$ cat config.mk
export PLATFORM = sky130hd
export DESIGN_NAME = qspi_rom_fetch_ctrl_flat
export DESIGN_NICKNAME = d
export VERILOG_FILES = /design/src/rtl/qspi_rom_fetch_ctrl_if.sv /design/src/rtl/qspi_rom_fetch_ctrl.sv /design/src/flat_wrapper.sv
export SDC_FILE = /design/constraint.sdc
export NUM_CORES = 1
export LEC_CHECK = 0
export BUFFER_PORTS_ARGS = -buffer_cell sky130_fd_sc_hd__buf_4
export CORE_ASPECT_RATIO = 1.5
export CORE_MARGIN = 2
export CORE_UTILIZATION = 50
export DETAILED_ROUTE_END_ITERATION = 8
export MAX_ROUTING_LAYER = met4
export PLACE_DENSITY_LB_ADDON = 0.08
export SLEW_MARGIN = 0
export SYNTH_ARGS = -nofsm -noshare
export SYNTH_HDL_FRONTEND = slang
export SYNTH_SLANG_ARGS = --single-unit
$ cat constraint.sdc
create_clock -name clk -period 4.7 [get_ports clk]
set_clock_uncertainty 0.2 [all_clocks]
set_input_delay 0.94 -clock clk [delete_from_list [all_inputs] [get_ports clk]]
set_output_delay 0.94 -clock clk [all_outputs]
set_load 0.1 [all_outputs]
$ cat src/rtl/qspi_rom_fetch_ctrl_if.sv
// ROM fetch bundle: console request/response handshake plus the QSPI PMOD pins.
// The master side is the console and flash; the slave side is the fetch controller.
interface qspi_rom_fetch_ctrl_if #(
    parameter int ADDR_W = 12
);
    logic              req_valid;
    logic [ADDR_W-1:0] req_addr;
    logic              req_ready;
    logic              rsp_valid;
    logic [7:0]        rsp_data;
    logic              qspi_cs_n;
    logic              qspi_sclk;
    logic [3:0]        qspi_io_out;
    logic              qspi_io_oe;
    logic [3:0]        qspi_io_in;

    modport master (
        output req_valid, req_addr, qspi_io_in,
        input  req_ready, rsp_valid, rsp_data,
        input  qspi_cs_n, qspi_sclk, qspi_io_out, qspi_io_oe
    );

    modport slave (
        input  req_valid, req_addr, qspi_io_in,
        output req_ready, rsp_valid, rsp_data,
        output qspi_cs_n, qspi_sclk, qspi_io_out, qspi_io_oe
    );
endinterface

$ cat src/rtl/qspi_rom_fetch_ctrl.sv
// Single-byte quad-SPI ROM fetch: command, address, dummy and data nibbles
// on a clk/2 serial clock, with a one-entry last-address buffer that answers
// repeated fetches without touching the bus.
module qspi_rom_fetch_ctrl #(
    parameter int          ADDR_W    = 12,
    parameter logic [23:0] BASE_ADDR = 24'h000000,
    parameter logic [7:0]  CMD       = 8'hEB,
    parameter int          DUMMY     = 4
) (
    input  logic                 clk,
    input  logic                 rst_n,
    qspi_rom_fetch_ctrl_if.slave bus
);
    // Slot indices (one slot = 2 clk cycles) where each phase ends.
    localparam logic [4:0] SLOT_CMD_END  = 5'd1;
    localparam logic [4:0] SLOT_ADDR_END = 5'd7;
    localparam logic [4:0] SLOT_DMY_END  = 5'(7 + DUMMY);
    localparam logic [4:0] SLOT_LAST     = 5'(9 + DUMMY);

    typedef enum logic [2:0] {
        ST_IDLE,
        ST_CMD,
        ST_ADDR,
        ST_DUMMY,
        ST_DATA,
        ST_DONE
    } state_t;

    state_t            r_state;
    logic              r_ph;
    logic [4:0]        r_slot;
    logic [23:0]       r_sh;
    logic [3:0]        r_hi;
    logic [ADDR_W-1:0] r_addr;
    logic              r_buf_valid;
    logic [ADDR_W-1:0] r_buf_addr;
    logic [7:0]        r_buf_data;
    logic              r_req_ready;
    logic              r_rsp_valid;
    logic [7:0]        r_rsp_data;
    logic              r_cs_n;
    logic              r_sclk;
    logic [3:0]        r_io_out;
    logic              r_io_oe;

    logic              w_hit;
    logic [7:0]        w_byte;

    assign w_hit  = r_buf_valid && (bus.req_addr == r_buf_addr);
    assign w_byte = {r_hi, bus.qspi_io_in};

    assign bus.req_ready   = r_req_ready;
    assign bus.rsp_valid   = r_rsp_valid;
    assign bus.rsp_data    = r_rsp_data;
    assign bus.qspi_cs_n   = r_cs_n;
    assign bus.qspi_sclk   = r_sclk;
    assign bus.qspi_io_out = r_io_out;
    assign bus.qspi_io_oe  = r_io_oe;

    // Fetch sequencer; every pin and handshake output is registered here.
    always_ff @(posedge clk or negedge rst_n) begin
        if (!rst_n) begin
            r_state     <= ST_IDLE;
            r_ph        <= 1'b0;
            r_slot      <= 5'd0;
            r_sh        <= 24'd0;
            r_hi        <= 4'd0;
            r_addr      <= '0;
            r_buf_valid <= 1'b0;
            r_buf_addr  <= '0;
            r_buf_data  <= 8'd0;
            r_req_ready <= 1'b0;
            r_rsp_valid <= 1'b0;
            r_rsp_data  <= 8'd0;
            r_cs_n      <= 1'b1;
            r_sclk      <= 1'b0;
            r_io_out    <= 4'd0;
            r_io_oe     <= 1'b0;
        end else begin
            // Serial clock follows the phase bit while the bus is active.
            if (r_state inside {ST_CMD, ST_ADDR, ST_DUMMY, ST_DATA}) begin
                r_ph   <= ~r_ph;
                r_sclk <= ~r_ph;
            end
            case (r_state)
                ST_IDLE: begin
                    r_req_ready <= 1'b1;
                    if (r_req_ready && bus.req_valid) begin
                        r_req_ready <= 1'b0;
                        if (w_hit) begin
                            r_state     <= ST_DONE;
                            r_rsp_valid <= 1'b1;
                            r_rsp_data  <= r_buf_data;
                        end else begin
                            r_state  <= ST_CMD;
                            r_addr   <= bus.req_addr;
                            r_sh     <= BASE_ADDR + 24'(bus.req_addr);
                            r_ph     <= 1'b0;
                            r_sclk   <= 1'b0;
                            r_slot   <= 5'd0;
                            r_cs_n   <= 1'b0;
                            r_io_oe  <= 1'b1;
                            r_io_out <= CMD[7:4];
                        end
                    end
                end
                ST_CMD: begin
                    if (r_ph) begin
                        r_slot <= r_slot + 5'd1;
                        if (r_slot == SLOT_CMD_END) begin
                            r_state  <= ST_ADDR;
                            r_io_out <= r_sh[23:20];
                            r_sh     <= r_sh << 4;
                        end else begin
                            r_io_out <= CMD[3:0];
                        end
                    end
                end
                ST_ADDR: begin
                    if (r_ph) begin
                        r_slot <= r_slot + 5'd1;
                        if (r_slot == SLOT_ADDR_END) begin
                            r_state  <= (DUMMY == 0) ? ST_DATA : ST_DUMMY;
                            r_io_oe  <= 1'b0;
                            r_io_out <= 4'd0;
                        end else begin
                            r_io_out <= r_sh[23:20];
                            r_sh     <= r_sh << 4;
                        end
                    end
                end
                ST_DUMMY: begin
                    if (r_ph) begin
                        r_slot <= r_slot + 5'd1;
                        if (r_slot == SLOT_DMY_END)
                            r_state <= ST_DATA;
                    end
                end
                ST_DATA: begin
                    // Flash data is taken at the falling sclk edge, i.e. the end of each ph=1 cycle.
                    if (r_ph) begin
                        r_hi <= bus.qspi_io_in;
                        if (r_slot == SLOT_LAST) begin
                            r_state     <= ST_DONE;
                            r_cs_n      <= 1'b1;
                            r_sclk      <= 1'b0;
                            r_ph        <= 1'b0;
                            r_rsp_valid <= 1'b1;
                            r_rsp_data  <= w_byte;
                            r_buf_valid <= 1'b1;
                            r_buf_addr  <= r_addr;
                            r_buf_data  <= w_byte;
                        end else begin
                            r_slot <= r_slot + 5'd1;
                        end
                    end
                end
                ST_DONE: begin
                    r_rsp_valid <= 1'b0;
                    r_req_ready <= 1'b1;
                    r_state     <= ST_IDLE;
                end
                default: begin
                    r_state <= ST_IDLE;
                    r_cs_n  <= 1'b1;
                    r_sclk  <= 1'b0;
                    r_io_oe <= 1'b0;
                end
            endcase
        end
    end
endmodule

$ cat src/flat_wrapper.sv
// flat-port wrapper written by rule: the top's interface ports become plain ports
module qspi_rom_fetch_ctrl_flat 
#(
    parameter int          ADDR_W    = 12,
    parameter logic [23:0] BASE_ADDR = 24'h000000,
    parameter logic [7:0]  CMD       = 8'hEB,
    parameter int          DUMMY     = 4
)
  (clk, rst_n, bus_req_valid, bus_req_addr, bus_qspi_io_in, bus_req_ready, bus_rsp_valid, bus_rsp_data, bus_qspi_cs_n, bus_qspi_sclk, bus_qspi_io_out, bus_qspi_io_oe);
  qspi_rom_fetch_ctrl_if #(.ADDR_W(ADDR_W)) bus_i ();
  input  logic clk;
  input  logic rst_n;
  input wire logic [$bits(bus_i.req_valid)-1:0] bus_req_valid;
  input wire logic [$bits(bus_i.req_addr)-1:0] bus_req_addr;
  input wire logic [$bits(bus_i.qspi_io_in)-1:0] bus_qspi_io_in;
  output wire logic [$bits(bus_i.req_ready)-1:0] bus_req_ready;
  output wire logic [$bits(bus_i.rsp_valid)-1:0] bus_rsp_valid;
  output wire logic [$bits(bus_i.rsp_data)-1:0] bus_rsp_data;
  output wire logic [$bits(bus_i.qspi_cs_n)-1:0] bus_qspi_cs_n;
  output wire logic [$bits(bus_i.qspi_sclk)-1:0] bus_qspi_sclk;
  output wire logic [$bits(bus_i.qspi_io_out)-1:0] bus_qspi_io_out;
  output wire logic [$bits(bus_i.qspi_io_oe)-1:0] bus_qspi_io_oe;
  assign bus_i.req_valid = bus_req_valid;
  assign bus_i.req_addr = bus_req_addr;
  assign bus_i.qspi_io_in = bus_qspi_io_in;
  assign bus_req_ready = bus_i.req_ready;
  assign bus_rsp_valid = bus_i.rsp_valid;
  assign bus_rsp_data = bus_i.rsp_data;
  assign bus_qspi_cs_n = bus_i.qspi_cs_n;
  assign bus_qspi_sclk = bus_i.qspi_sclk;
  assign bus_qspi_io_out = bus_i.qspi_io_out;
  assign bus_qspi_io_oe = bus_i.qspi_io_oe;
  qspi_rom_fetch_ctrl #(.ADDR_W(ADDR_W), .BASE_ADDR(BASE_ADDR), .CMD(CMD), .DUMMY(DUMMY)) u_core (.clk(clk), .rst_n(rst_n), .bus(bus_i));
endmodule
# After elaboration in Yosys (flattened, before gate mapping)
# Index checks and enable logic that the tools add are counted.
[totals]
regBits = 87
in_bits = 19
elab_cells = 131
[op_classes]
add_sub_neg = 1
eq_ne = 24
n_mux = 63
n_bitwise = 4
n_reduce_logical = 23
[op_table]
columns = ["operator", "count"]
rows = [
  ["$mux W24", 6],
  ["$pmux W24 S3", 1],
  ["$mux W8", 4],
  ["$mux W3", 10],
  ["$mux W5", 5],
  ["$reduce_and A5 Y1", 5],
  ["$mux W4", 6],
  ["$mux W1", 21],
  ["$pmux W8 S2", 1],
  ["$pmux W3 S5", 1],
  ["$pmux W5 S3", 1],
  ["$ne A2 B1 Y1 const B", 7],
  ["$ne A2 B2 Y1 const B", 7],
  ["$eq A12 B12 Y1", 1],
  ["$pmux W1 S3", 4],
  ["$pmux W4 S3", 1],
  ["$eq A5 B4 Y1 const B", 2],
  ["$reduce_and A9 Y1", 1],
  ["$reduce_bool A3 Y1", 3],
  ["$reduce_or A4 Y1", 2],
  ["$reduce_and A7 Y1", 1],
  ["$eq A3 B2 Y1 const B", 2],
  ["$eq A3 B3 Y1 const B", 2],
  ["$reduce_and A3 Y1", 2],
  ["other kinds (13)", 19],
]

# Longest topological paths before layout
[depth]
word_depth = 6
ltp_mapped = 10
depth_no_buf = 8

# Worst setup path before layout
# No wires, ideal clock.
[synth_timing]
path_type = "input -> register"
startpoint = "input port bus_req_addr[11]"
endpoint = "register u_core.r_io_out[0] (netlist: u_core.bus.qspi_io_out[0])"
t_arrival_ns = 2.406
t_required_ns = 4.374
path_slack_ns = 1.968
stages = 6
cell_sequence = "xnor2_1 nand4_1 nor4_1 nor4_2 nor2_4 mux2_2"
[synth_between]
elab_chain_len = 4
[synth_lines]
columns = ["element", "line", "rtl"]
rows = [
  ["start, declared", "flat_wrapper.sv:14", "input wire logic [$bits(bus_i.req_addr)-1:0] bus_req_addr;"],
  ["$eq A12 B12 Y1", "qspi_rom_fetch_ctrl.sv:49", "assign w_hit = r_buf_valid && (bus.req_addr == r_buf_addr);"],
  ["$logic_and A1 B1 Y1", "qspi_rom_fetch_ctrl.sv:49", ""],
  ["$ne A2 B2 Y1 (no line)", "n/a", ""],
  ["$reduce_and A5 Y1 (no line)", "n/a", ""],
  ["end signal, assigned", "qspi_rom_fetch_ctrl.sv:103", "r_io_out <= CMD[7:4];"],
  ["end signal, assigned", "qspi_rom_fetch_ctrl.sv:112", "r_io_out <= r_sh[23:20];"],
  ["end signal, assigned", "qspi_rom_fetch_ctrl.sv:115", "r_io_out <= CMD[3:0];"],
  ["end, declared", "qspi_rom_fetch_ctrl.sv:43", "logic [3:0] r_io_out;"],
]
# Every way passes these cells.
# A chain may end at the register's enable or synchronous reset.

# Worst setup path after layout
[layout_timing]
startpoint = "input port bus_req_addr[3]"
endpoint = "register u_core.r_io_out[0] (netlist: u_core.bus.qspi_io_out[0])"
# Same word-level chain as after synthesis.

==> results summary <==
The flow ran to the end, and the final reports show no timing, DRC or antenna violations. The area of the core region is 8058 µm². The endpoint type of the worst setup path is a flop.

The register-to-register path setup slack is 1.80 ns. The path depth of the worst reg2reg path is 6. The max capacitance violation total is 0. The met1 usage came out at 0.2624. The power spent charging and discharging nets came out at 1232 µW.

The via count of the first global-routing pass is 2817. Based on the critical path, the design can be clocked at up to 310.2 MHz. Broken down by cell family, the worst path's largest delay share belongs to simple AND/OR/NAND/NOR gates.

The leakage power is 0.002131 µW. After detailed placement, the total cell area comes to 4464 µm². After synthesis, the cell types taking the most area are dfrtp_1 52%, mux2_2 11%, nand2_1 5.4%. The filler-free cell count of the finished design came out at 525. The actual transition at the worst max-transition pin is 1.165 ns. The total nets after synthesis is 410. The data arrival time at the worst-slack endpoint is 3.25 ns. The tree is rooted in a clkbuf_16. The clock latency at the later pin of the worst-skew pair is 0.34 ns.

In the synthesized netlist, the cells that appear most often are 86 x dfrtp_1, 60 x nand2_1, 42 x o21ai_0. The total grt overflow is 0. The count of flip-flops with a built-in enable after synthesis came out at 0. The placer congestion estimate came out at 0.7936. The number of buffers and inverters on the critical path is 1. The clock transition time at the flip-flop clock pins of the worst setup and hold paths is 0.07 ns. For hold timing, the worst endpoint is u_core.r_addr[4]$_DFFE_PN0P_. The cts-stage hold buffer count came out at 0. The global-route total usage across every layer came out at 0.2084. The headroom to the max-slew limit is 0.2162. The internal power summed over all cells is 1797 µW.

The detail route stage leaves a number of antenna-violating nets equal to 0. The total wire length after detailed routing came out at 8.323 mm. 36 I/O pins were placed. The DRC violation total after the first TritonRoute iteration is 254. Along the worst path, the maximum fanout reaches 18. The worst stage delay on the critical path is 0.99 ns. The met3 track utilization from global routing is 0.04907. In this run the most critical hold path is launched from u_core.r_addr[4]$_DFFE_PN0P_.

The length of the first detailed-routing pass in iterations is 4. The endpoint of the worst register-to-register path is u_core.bus.qspi_io_out[0]$_DFFE_PN0P_. On the critical path, the stage with the largest delay is an instance of nor4_1. The number of antenna violations at the first check in global routing came to 0. Counting every instance in the synthesized netlist gives 389. The via count of the routed design is 2904. The total negative setup slack is 0 ns. The number of buffers created by CTS is 9. The per-instance average area after synthesis came out at 10.67 µm². The clock period minus worst slack is 3.223 ns. The share of async-settable or async-resettable flops after synthesis came out at 1.000. In this run the worst hold path is classified as reg2reg. The number of max-slew violations in the final report came out at 0. The post-synthesis instance area is 4150 µm². Counting distinct cell types in the post-synthesis netlist gives 52. The final routed wire length divided by cell count is 15.85 µm. Buffers added to address setup during post-CTS repair amount to 0. The number of failing hold endpoints at the final stage came out at 0. For this run, global-route usage on met2 was measured as 0.3247. The flip-flop and latch count after synthesis came out at 87. The worst hold path stage count came out at 2. The post-synthesis to final-layout area growth is 15.32%.

The net switching share of the total power is 0.4067. Of the cells placed in the final design, the portion with a size suffix greater than 1 is 0.2619. The post-cts sizing count is 0. dfrtp_1 is the most common cell in the netlist. The mean number of vias per cell is 5.531. The signal on the critical path passes through buf_4, xnor2_1, nand4_1, nor4_1, nor4_4, nor2_4, mux2_2.

Clock tree synthesis found a total of 87 sinks. The die span in y came out at 115.6 µm. The total power density per cell area is 633.0 nW/µm². The post-placement cell count came out at 509. In the synthesized netlist the dominant register cell turns out to be dfrtp_1. The depth of the CTS H-tree is 3. The launch point of the worst reg-to-reg path is u_core.r_buf_addr[3]$_DFFE_PN0P_. The part of the cycle the worst path needs is 0.6858. The die covers 9060 µm². The minimum setup slack in the final design came out at 1.477 ns. Summing all non-filler instances in the final layout gives an area of 4786 µm².

The number of nets in the layout is 436. Setup violations remaining at the end of the flow were counted as 0. Yosys printed 0 warnings.

The maximum buffer depth of the clock tree came out at 2. The share of the yosys chip area belonging to registers came out at 0.5249. In this run the horizontal extent of the chip is 78.39 µm. The worst setup path is launched from an input port. The worst endpoint required time is 4.73 ns. The share of power burned in combinational logic is 0.376. The part of the total power dissipated in the clock network is 0.251. The first-pass GRT wire length is 14.15 mm. The maximum resistive drop on vdd is 377.5 µV.

The critical path in this run is classified as in2reg. In this run the most used layer during global routing was met2. Of the post-synthesis cell area, the dominant cell type holds 0.5185.

Buffers placed on the I/O ports in this run total 35. Setup repair after global routing left no endpoint under its margin. The initial cell density of the core came out at 0.5151. The placement-stage worst setup slack is 1.117 ns.

Detailed placement ended at an HPWL of 5.482 mm. TritonCTS built the clock tree. In this run the core area contains 40 standard-cell rows. The library cell occupying the most area in the post-synthesis netlist is dfrtp_1. The number of antenna diodes is 0. The share of total power dissipated in sequential elements is 0.373. The maximum number of pins on one net before global-route repair came out at 88. For this run, design rule violations remaining after detail routing come to 0.
==> tightest hold or removal path, delay by kind of cell (launching register included) <==
family	cells	cell delay, ns
flops	1	0.34
simple gates	2	0.10
==> worst max path at each step <==
stage | slack [ns] | to | from | cells past startpoint
6_report | 1.48 | u_core.bus.qspi_io_out[0]$_DFFE_PN0P_ | bus_req_addr[3] | 7
5_1_grt | 1.29 | u_core.r_sh[22]$_DFFE_PN0P_ | bus_req_addr[7] | 8
4_1_cts | 1.48 | u_core.bus.qspi_io_out[0]$_DFFE_PN0P_ | bus_req_addr[3] | 7
3_5_place_dp | 1.12 | u_core.bus.qspi_io_out[0]$_DFFE_PN0P_ | bus_req_addr[3] | 7
3_3_place_gp | 1.14 | u_core.bus.qspi_io_out[2]$_DFFE_PN0P_ | bus_req_addr[7] | 7
2_1_floorplan | 1.97 | u_core.bus.qspi_io_out[0]$_DFFE_PN0P_ | bus_req_addr[11] | 6
==> logic make-up (layout without fill, tap and decap cells) <==
family,Yosys count,after routing,share of synthesized area
simple gates,111,111,0.1342
compound gates,93,93,0.1314
flops,87,87,0.5249
mux,52,52,0.1390
buf+inv,30,61,0.03497
xor+xnor,14,14,0.02955
fa+ha+maj,2,2,0.006029
==> power by group through the flow <==
stage | Sequential, µW | Clock, µW | Combinational (µW)
after detailed placement | 1140 | 0 | 1150
after floorplan | 1280 | 0 | 771
after global placement | 1130 | 0 | 1130
after global routing | 1160 | 814 | 1260
final | 1130 | 760 | 1140
after CTS | 1130 | 778 | 1150
==> sequential cells by signal, summed over array words and instances (netlist names) <==
| register | flops |
|---|---|
| u_core.r_slot | 5 |
| u_core.bus.qspi_sclk | 1 |
| u_core.r_buf_addr | 12 |
| u_core.r_sh | 24 |
| u_core.r_ph | 1 |
| u_core.r_state | 3 |
| u_core.r_buf_data | 8 |
| u_core.r_addr | 12 |
| u_core.bus.req_ready | 1 |
| u_core.bus.rsp_valid | 1 |
| u_core.bus.qspi_io_out | 4 |
| u_core.r_hi | 4 |
| u_core.r_buf_valid | 1 |
| u_core.bus.qspi_cs_n | 1 |
| u_core.bus.rsp_data | 8 |
| u_core.bus.qspi_io_oe | 1 |
==> layout make-up <==
class                      instances  area (µm²)
clock buffer                      10       229.0
inverter                           6       22.52
tap                              105       131.4
clock inverter                     6       92.59
sequential                        87        2178
multi-input combinational        272        1839
fill                             675        3272
timing repair buffer              39       292.8
==> through the flow <==
step	total power, µW	utilization	hold slack, ns
floorplan	2053	-	0.2394
global placement	2264	0.5540	0.2535
detailed placement	2287	0.5540	0.2565
CTS	3056	0.5939	0.2716
global route	3236	0.5939	0.2897
finish	3029	0.5939	0.2716
==> cells in the final DEF (no fill, tap or decap), types with 3 or more instances in the layout <==
cell / netlist / final
buf_4: 1 / 39
o21ai_0: 42 / 42
nand3_1: 7 / 7
mux2_2: 41 / 41
a31oi_1: 4 / 4
clkbuf_16: 0 / 9
dfrtp_1: 86 / 86
nor2_1: 13 / 13
nand2_1: 60 / 60
xnor2_1: 14 / 14
a21oi_1: 19 / 18
nand2b_1: 5 / 5
nand4_1: 3 / 3
inv_1: 6 / 6
o21ai_1: 7 / 7
o31ai_1: 4 / 4
a22o_1: 4 / 4
mux2i_1: 10 / 10
==> layer usage <==
layer	vias up	wire, µm
li1	1411	-
met1	1428	3715
met2	50	4164
met3	15	262
met4	0	180
met5	-	0
No activity file was read; power rests on OpenSTA's default activity.
